===== src/rtl/tmds_pkg.sv =====
// tmds_pkg: definitions shared by the TMDS transmit encoder and receive decoder.
//   - the four 10-bit control tokens and their {C1,C0} codes
//   - the receive word-alignment FSM state type
//   - token_for(): {C1,C0} -> control token (transmit direction)
package tmds_pkg;

  localparam logic [9:0] TOKEN_C00 = 10'h354;
  localparam logic [9:0] TOKEN_C01 = 10'h0AB;
  localparam logic [9:0] TOKEN_C10 = 10'h154;
  localparam logic [9:0] TOKEN_C11 = 10'h2AB;

  typedef enum logic [1:0] {
    ST_SEARCH = 2'd0,
    ST_SLIP   = 2'd1,
    ST_SETTLE = 2'd2,
    ST_LOCKED = 2'd3
  } align_state_t;

  function automatic logic [9:0] token_for(input logic [1:0] c);
    logic [9:0] t;
    case (c)
      2'b00:   t = TOKEN_C00;
      2'b01:   t = TOKEN_C01;
      2'b10:   t = TOKEN_C10;
      default: t = TOKEN_C11;
    endcase
    return t;
  endfunction

endpackage


===== src/rtl/tmds_word_decode.sv =====
// tmds_word_decode: combinational decode of one 10-bit TMDS word.
// Ports:
//   word      in  10  TMDS word, bit0 first on the wire
//   is_token  out 1   word is one of the four control tokens
//   c         out 2   {C1,C0} of the token (0 for non-tokens)
//   d         out 8   video byte recovered from the word
module tmds_word_decode
  import tmds_pkg::*;
(
  input  logic [9:0] word,
  output logic       is_token,
  output logic [1:0] c,
  output logic [7:0] d
);

  logic [7:0] q;

  always_comb begin
    is_token = 1'b1;
    c        = 2'b00;
    case (word)
      TOKEN_C00: c = 2'b00;
      TOKEN_C01: c = 2'b01;
      TOKEN_C10: c = 2'b10;
      TOKEN_C11: c = 2'b11;
      default:   is_token = 1'b0;
    endcase
  end

  // Undo the optional inversion (bit9), then the XOR/XNOR chain (bit8 selects XOR).
  assign q = word[9] ? ~word[7:0] : word[7:0];
  assign d = {q[7:1] ^ q[6:0] ^ {7{~word[8]}}, q[0]};

endmodule


===== src/rtl/tmds_ch_decoder.sv =====
// tmds_ch_decoder: one TMDS receive channel. Aligns the deserializer word
// boundary using control-token runs (bitslip requests) and decodes the
// aligned words into DE, {C1,C0} and pixel data.
// Ports:
//   sys_clk    in  1   pixel clock
//   sys_rst    in  1   synchronous reset, active-high
//   tmds_word  in  10  deserialized word, bit0 first on the wire
//   bitslip    out 1   one-cycle request to rotate the deserializer word by 1 bit
//   aligned    out 1   high while word alignment is locked
//   slip_cnt   out 4   slips issued since reset, counts 0..9 and wraps
//   vid_de     out 1   data enable
//   vid_c      out 2   {C1,C0}, meaningful while vid_de=0
//   vid_data   out 8   pixel byte, meaningful while vid_de=1
// Latency tmds_word -> vid_*: 2 clocks.
module tmds_ch_decoder
  import tmds_pkg::*;
#(
  parameter int TOKEN_LOCK_CNT = 128,
  parameter int SEARCH_WIN     = 2048,
  parameter int SLIP_SETTLE    = 16
) (
  input  logic       sys_clk,
  input  logic       sys_rst,
  input  logic [9:0] tmds_word,
  output logic       bitslip,
  output logic       aligned,
  output logic [3:0] slip_cnt,
  output logic       vid_de,
  output logic [1:0] vid_c,
  output logic [7:0] vid_data
);

  localparam int RUN_W = $clog2(TOKEN_LOCK_CNT + 1);
  localparam int SET_W = $clog2(SLIP_SETTLE + 1);
  localparam logic [RUN_W-1:0] RUN_FULL = RUN_W'(TOKEN_LOCK_CNT);
  localparam logic [11:0]      WIN_LAST = 12'(SEARCH_WIN - 1);
  localparam logic [SET_W-1:0] SET_LAST = SET_W'(SLIP_SETTLE - 1);

  logic [9:0] word_p1;
  logic       tok_p1;
  logic [1:0] c_p1;
  logic [7:0] d_p1;

  align_state_t     state, state_nxt;
  logic [RUN_W-1:0] run_cnt, run_nxt;
  logic [11:0]      win_cnt, win_nxt;
  logic [SET_W-1:0] set_cnt, set_nxt;
  logic [3:0]       slip_nxt;

  tmds_word_decode u_decode (
    .word     (word_p1),
    .is_token (tok_p1),
    .c        (c_p1),
    .d        (d_p1)
  );

  // ---- stage 1: word register, alignment FSM state and counters ----
  always_ff @(posedge sys_clk) begin
    if (sys_rst) begin
      word_p1  <= '0;
      state    <= ST_SEARCH;
      run_cnt  <= '0;
      win_cnt  <= '0;
      set_cnt  <= '0;
      slip_cnt <= '0;
    end else begin
      word_p1  <= tmds_word;
      state    <= state_nxt;
      run_cnt  <= run_nxt;
      win_cnt  <= win_nxt;
      set_cnt  <= set_nxt;
      slip_cnt <= slip_nxt;
    end
  end

  always_comb begin
    state_nxt = state;
    run_nxt   = run_cnt;
    win_nxt   = win_cnt;
    set_nxt   = set_cnt;
    slip_nxt  = slip_cnt;
    case (state)
      ST_SEARCH: begin
        win_nxt = win_cnt + 12'd1;
        if (!tok_p1)
          run_nxt = '0;
        else if (run_cnt != RUN_FULL)
          run_nxt = run_cnt + RUN_W'(1);
        // Lock takes priority over the window expiring on the same cycle.
        if (run_nxt == RUN_FULL) begin
          state_nxt = ST_LOCKED;
          win_nxt   = '0;
        end else if (win_cnt == WIN_LAST) begin
          state_nxt = ST_SLIP;
        end
      end
      ST_SLIP: begin
        slip_nxt  = (slip_cnt == 4'd9) ? 4'd0 : slip_cnt + 4'd1;
        set_nxt   = '0;
        run_nxt   = '0;
        state_nxt = ST_SETTLE;
      end
      ST_SETTLE: begin
        // The deserializer output is unreliable right after a slip; ignore it.
        run_nxt = '0;
        if (set_cnt == SET_LAST) begin
          state_nxt = ST_SEARCH;
          win_nxt   = '0;
        end else begin
          set_nxt = set_cnt + SET_W'(1);
        end
      end
      ST_LOCKED: begin
        if (tok_p1) begin
          win_nxt = '0;
        end else if (win_cnt == WIN_LAST) begin
          // Sync lost: restart the search without slipping, the boundary may still be right.
          state_nxt = ST_SEARCH;
          run_nxt   = '0;
          win_nxt   = '0;
        end else begin
          win_nxt = win_cnt + 12'd1;
        end
      end
      default: state_nxt = ST_SEARCH;
    endcase
  end

  assign bitslip = (state == ST_SLIP);
  assign aligned = (state == ST_LOCKED);

  // ---- stage 2: output registers, gated by the alignment state they appear with ----
  always_ff @(posedge sys_clk) begin
    if (sys_rst) begin
      vid_de   <= 1'b0;
      vid_c    <= 2'b00;
      vid_data <= 8'h00;
    end else if (state_nxt != ST_LOCKED) begin
      vid_de   <= 1'b0;
      vid_c    <= 2'b00;
      vid_data <= 8'h00;
    end else if (tok_p1) begin
      vid_de   <= 1'b0;
      vid_c    <= c_p1;
      vid_data <= 8'h00;
    end else begin
      vid_de   <= 1'b1;
      vid_data <= d_p1;
    end
  end

endmodule


===== config.mk =====
export PLATFORM = sky130hd
export DESIGN_NAME = tmds_ch_decoder
export DESIGN_NICKNAME = d
export VERILOG_FILES = /design/src/rtl/tmds_pkg.sv /design/src/rtl/tmds_word_decode.sv /design/src/rtl/tmds_ch_decoder.sv
export SDC_FILE = /design/constraint.sdc
export NUM_CORES = 1
export LEC_CHECK = 0
export ABC_AREA = 1
export CORE_ASPECT_RATIO = 1.25
export CORE_MARGIN = 2
export CORE_UTILIZATION = 61
export DETAILED_ROUTE_END_ITERATION = 16
export GPL_ROUTABILITY_DRIVEN = 0
export HOLD_SLACK_MARGIN = 0.12
export PLACE_DENSITY = 0.85
export REMOVE_ABC_BUFFERS = 1
export SLEW_MARGIN = 20
export SYNTH_ARGS = -nofsm -noshare
export SYNTH_HDL_FRONTEND = slang
export SYNTH_SLANG_ARGS = --single-unit

===== constraint.sdc =====
create_clock -name sys_clk -period 4.46 [get_ports sys_clk]
set_clock_uncertainty 0.05 [all_clocks]
set_input_delay 0.446 -clock sys_clk [delete_from_list [all_inputs] [get_ports sys_clk]]
set_output_delay 0.446 -clock sys_clk [all_outputs]
set_load 0.005 [all_outputs]

==> summary.md <==
| Metric | Value |
|---|---|
| WL/cell | `approximately 11 um` |
| Final hold slack | `approximately 0.44 ns` |
| PwrDens | `251.9 nW/um^2` |
| Largest net degree at the start of global routing | `31` |
| Tcrit/Tclk final | `a little over half` |
| CORE AREA | `between 4000 and 5000 sq um` |
| CTS Hold Bufs | `0` |
| Relative slew slack | `70.30%` |
| FILL cells | `between 300 and 400` |
| Via count | `2422` |
| Gate Count Post-Synth | `between 300 and 400` |
| Max VDD drop | `0.0002069 V` |
| FF-to-FF Start | `set_cnt[1]` |
| Setup CP Type | `reg -> reg` |
| Leak | `1.360 nW` |
| Antenna cell count | `0` |
| TritonCTS clock tree | `built` |
| CTS Root Cell | `clkbuf_8` |
| Final nets | `445` |
| Clock latency on the worst-skew pair | `between 0.3 and 0.4 ns` |
| Initial core utilization | `63.22%` |
| F_max | `426.4 MHz` |
| Cell Area, Synth | `around 2800 sq um` |
| Area delta synth->final | `14.89%` |
| Number of enable flip-flop cells after synthesis | `0` |
| Crit path max fanout | `8` |
| Ys Warns | `0` |
| Vias in the first global route | `2183` |
| Setup bufs post-CTS | `0` |
| Iteration-0 DRC count of the detailed router | `114` |
| Maximum clock path buffer count | `2` |
| MaxCap Viol Count | `0` |
| Setup-failing EPs final | `0` |
| HP Class | `reg -> reg` |
| Global-route wire length before repair | `roughly 9000 um` |
| Post-synth top area share | `37.21%` |
| RSZ-0062 raised after global routing | `no` |
| Syn avg cell area | `approximately 7.2 sq um` |
| Die ar. | `5148 sq um` |
| FF+latch count, synth | `52` |
| Element type at the critical path end | `register` |
| Die H | `79.72 um` |
| WL final | `5289 um` |
| Post-CTS resize count | `0` |
| Dominant cells by area after synthesis | `dfxtp_1 (37%), nand2_1 (10%), inv_1 (8.7%)` |
| Gr ovfl total | `0` |
| Crit path launch type | `register` |
| All-Layer GR Usage | `22.58%` |
| Status | `completed` |
| Max H-tree Level | `2` |
| Post-DP HPWL | `4066 um` |
| Most frequent cells after synthesis | `nand2_1 (75), inv_1 (65), nor2_1 (58), dfxtp_1 (52)` |
| Post-synthesis cell type count | `34` |
| Area of the multi-input gates | `between 1000 and 1500 sq um` |
| Initial antenna violation count | `0` |
| WP data arrival | `2.51 ns` |
| Async SR Flop Fraction | `0%` |
| IO buf count | `28` |
| Total negative slack | `0 ns` |
| IO Pins | `29` |
| Slew Viols, Final | `0` |
| Total power | `0.8096 mW` |
| CP Data Required Time | `4.62 ns` |
| Tmin final | `around 2.3 ns` |
| Seq/Total Area, Yosys | `between 30% and 40%` |
| Yosys top cell by area | `dfxtp_1` |
| DRC errors left | `0` |
| Total CTS buffers | `5` |
| CTS sink cnt | `between 50 and 60` |
| Count leader, synth | `nand2_1` |
| Vias per Instance | `just over 5` |
| FP Rows | `27` |
| Hold path start | `slip_cnt[2]` |
| Ys flop type | `dfxtp_1` |
| DRT Pass-1 Iters | `4` |
| Tightest Pin Transition | `0.4409 ns` |
| Post-route ant nets | `0` |
| Sequential Area | `1041 sq um` |
| Die span in x | `64.58 um` |
| Layout cells sized above 1 | `9.716%` |
| Hold Vio Cnt, Final | `0` |
| Util after Layout | `approximately 73%` |
| Clock slew at reported path FFs | `0.09 ns` |
| Worst setup path startpoint | `set_cnt[1]` |
==> stage by stage <==
step | instance area, sq um | instances | setup slack [ns]
floorplan | 2760 | 385 | 2.379
global placement | 3120 | 472 | 2.235
detailed placement | 3120 | 472 | 2.143
CTS | 3214 | 480 | 2.121
global route | 3214 | 480 | 1.829
finish | 3214 | 480 | 2.115
==> final timing paths <==
check                      to  slack (ns)  cells after the start
setup / recovery   win_cnt[9]        2.11                     14
hold reg to reg   slip_cnt[2]        0.44                      2
hold / removal    slip_cnt[2]        0.44                      2
setup reg to reg   win_cnt[9]        2.11                     14
==> cells in the final DEF (no fill, tap or decap), drive strengths merged, types with 6 or more instances in the layout <==
cell type,Yosys,routed
ha,12,12
nand2,82,82
nor2,72,72
nand3,20,20
xor2,13,13
nor3,8,8
dfxtp,52,52
clkdlybuf4s50,0,28
inv,69,71
xnor2,6,6
a21oi,15,15
o21ai,16,16
==> critical path, cell delays in order (launching register included) <==
cell and delay [ns]:
dfxtp_1 0.37, ha_1 0.17, inv_1 0.05, nor3_1 0.13, ha_1 0.17, inv_1 0.05, nand2_1 0.15, nand2_1 0.20
nor2_1 0.19, nand2_1 0.14, nor4_1 0.25, xor2_1 0.17, nor2_1 0.05, nand2_1 0.07, inv_1 0.04
==> flip-flops by register name (all words and copies together), names as in the netlist <==
signal	flops
win_cnt	12
word_p1	10
run_cnt	8
vid_data	8
set_cnt	5
slip_cnt	4
state	2
vid_c	2
vid_de	1
==> per-layer routing <==
metal / track usage (%) / up-vias / wire (um)
met5: 0 / - / 0
met4: 10.00 / 0 / 109
met3: 5.219 / 11 / 157
met2: 41.35 / 40 / 2696
met1: 24.53 / 1102 / 2325
li1: - / 1269 / -
==> logic make-up (layout without fill, tap and decap cells) <==
family	after synthesis	in the layout	synth area share (%)
simple gates	189	189	31.44
compound gates	44	44	9.347
xor+xnor	19	19	5.948
flops	52	52	37.21
buf+inv	74	106	10.69
fa+ha+maj	12	12	5.367
==> layout make-up <==
class,instances,share of cell area [%]
Inverter,69,8.135
Sequential cell,52,32.39
Multi-Input combinational cell,264,45.35
Clock buffer,5,2.141
Timing Repair Buffer,29,8.953
Clock inverter,3,0.7785
Tap cell,58,2.258
==> report_power, final <==
part / internal [mW] / switching (mW) / leakage, nW
logic: 0.0242 / 0.0280 / 0.892
registers: 0.471 / 0.00728 / 0.422
clock network: 0.115 / 0.164 / 0.0452
(Power assumes the default switching activity.)
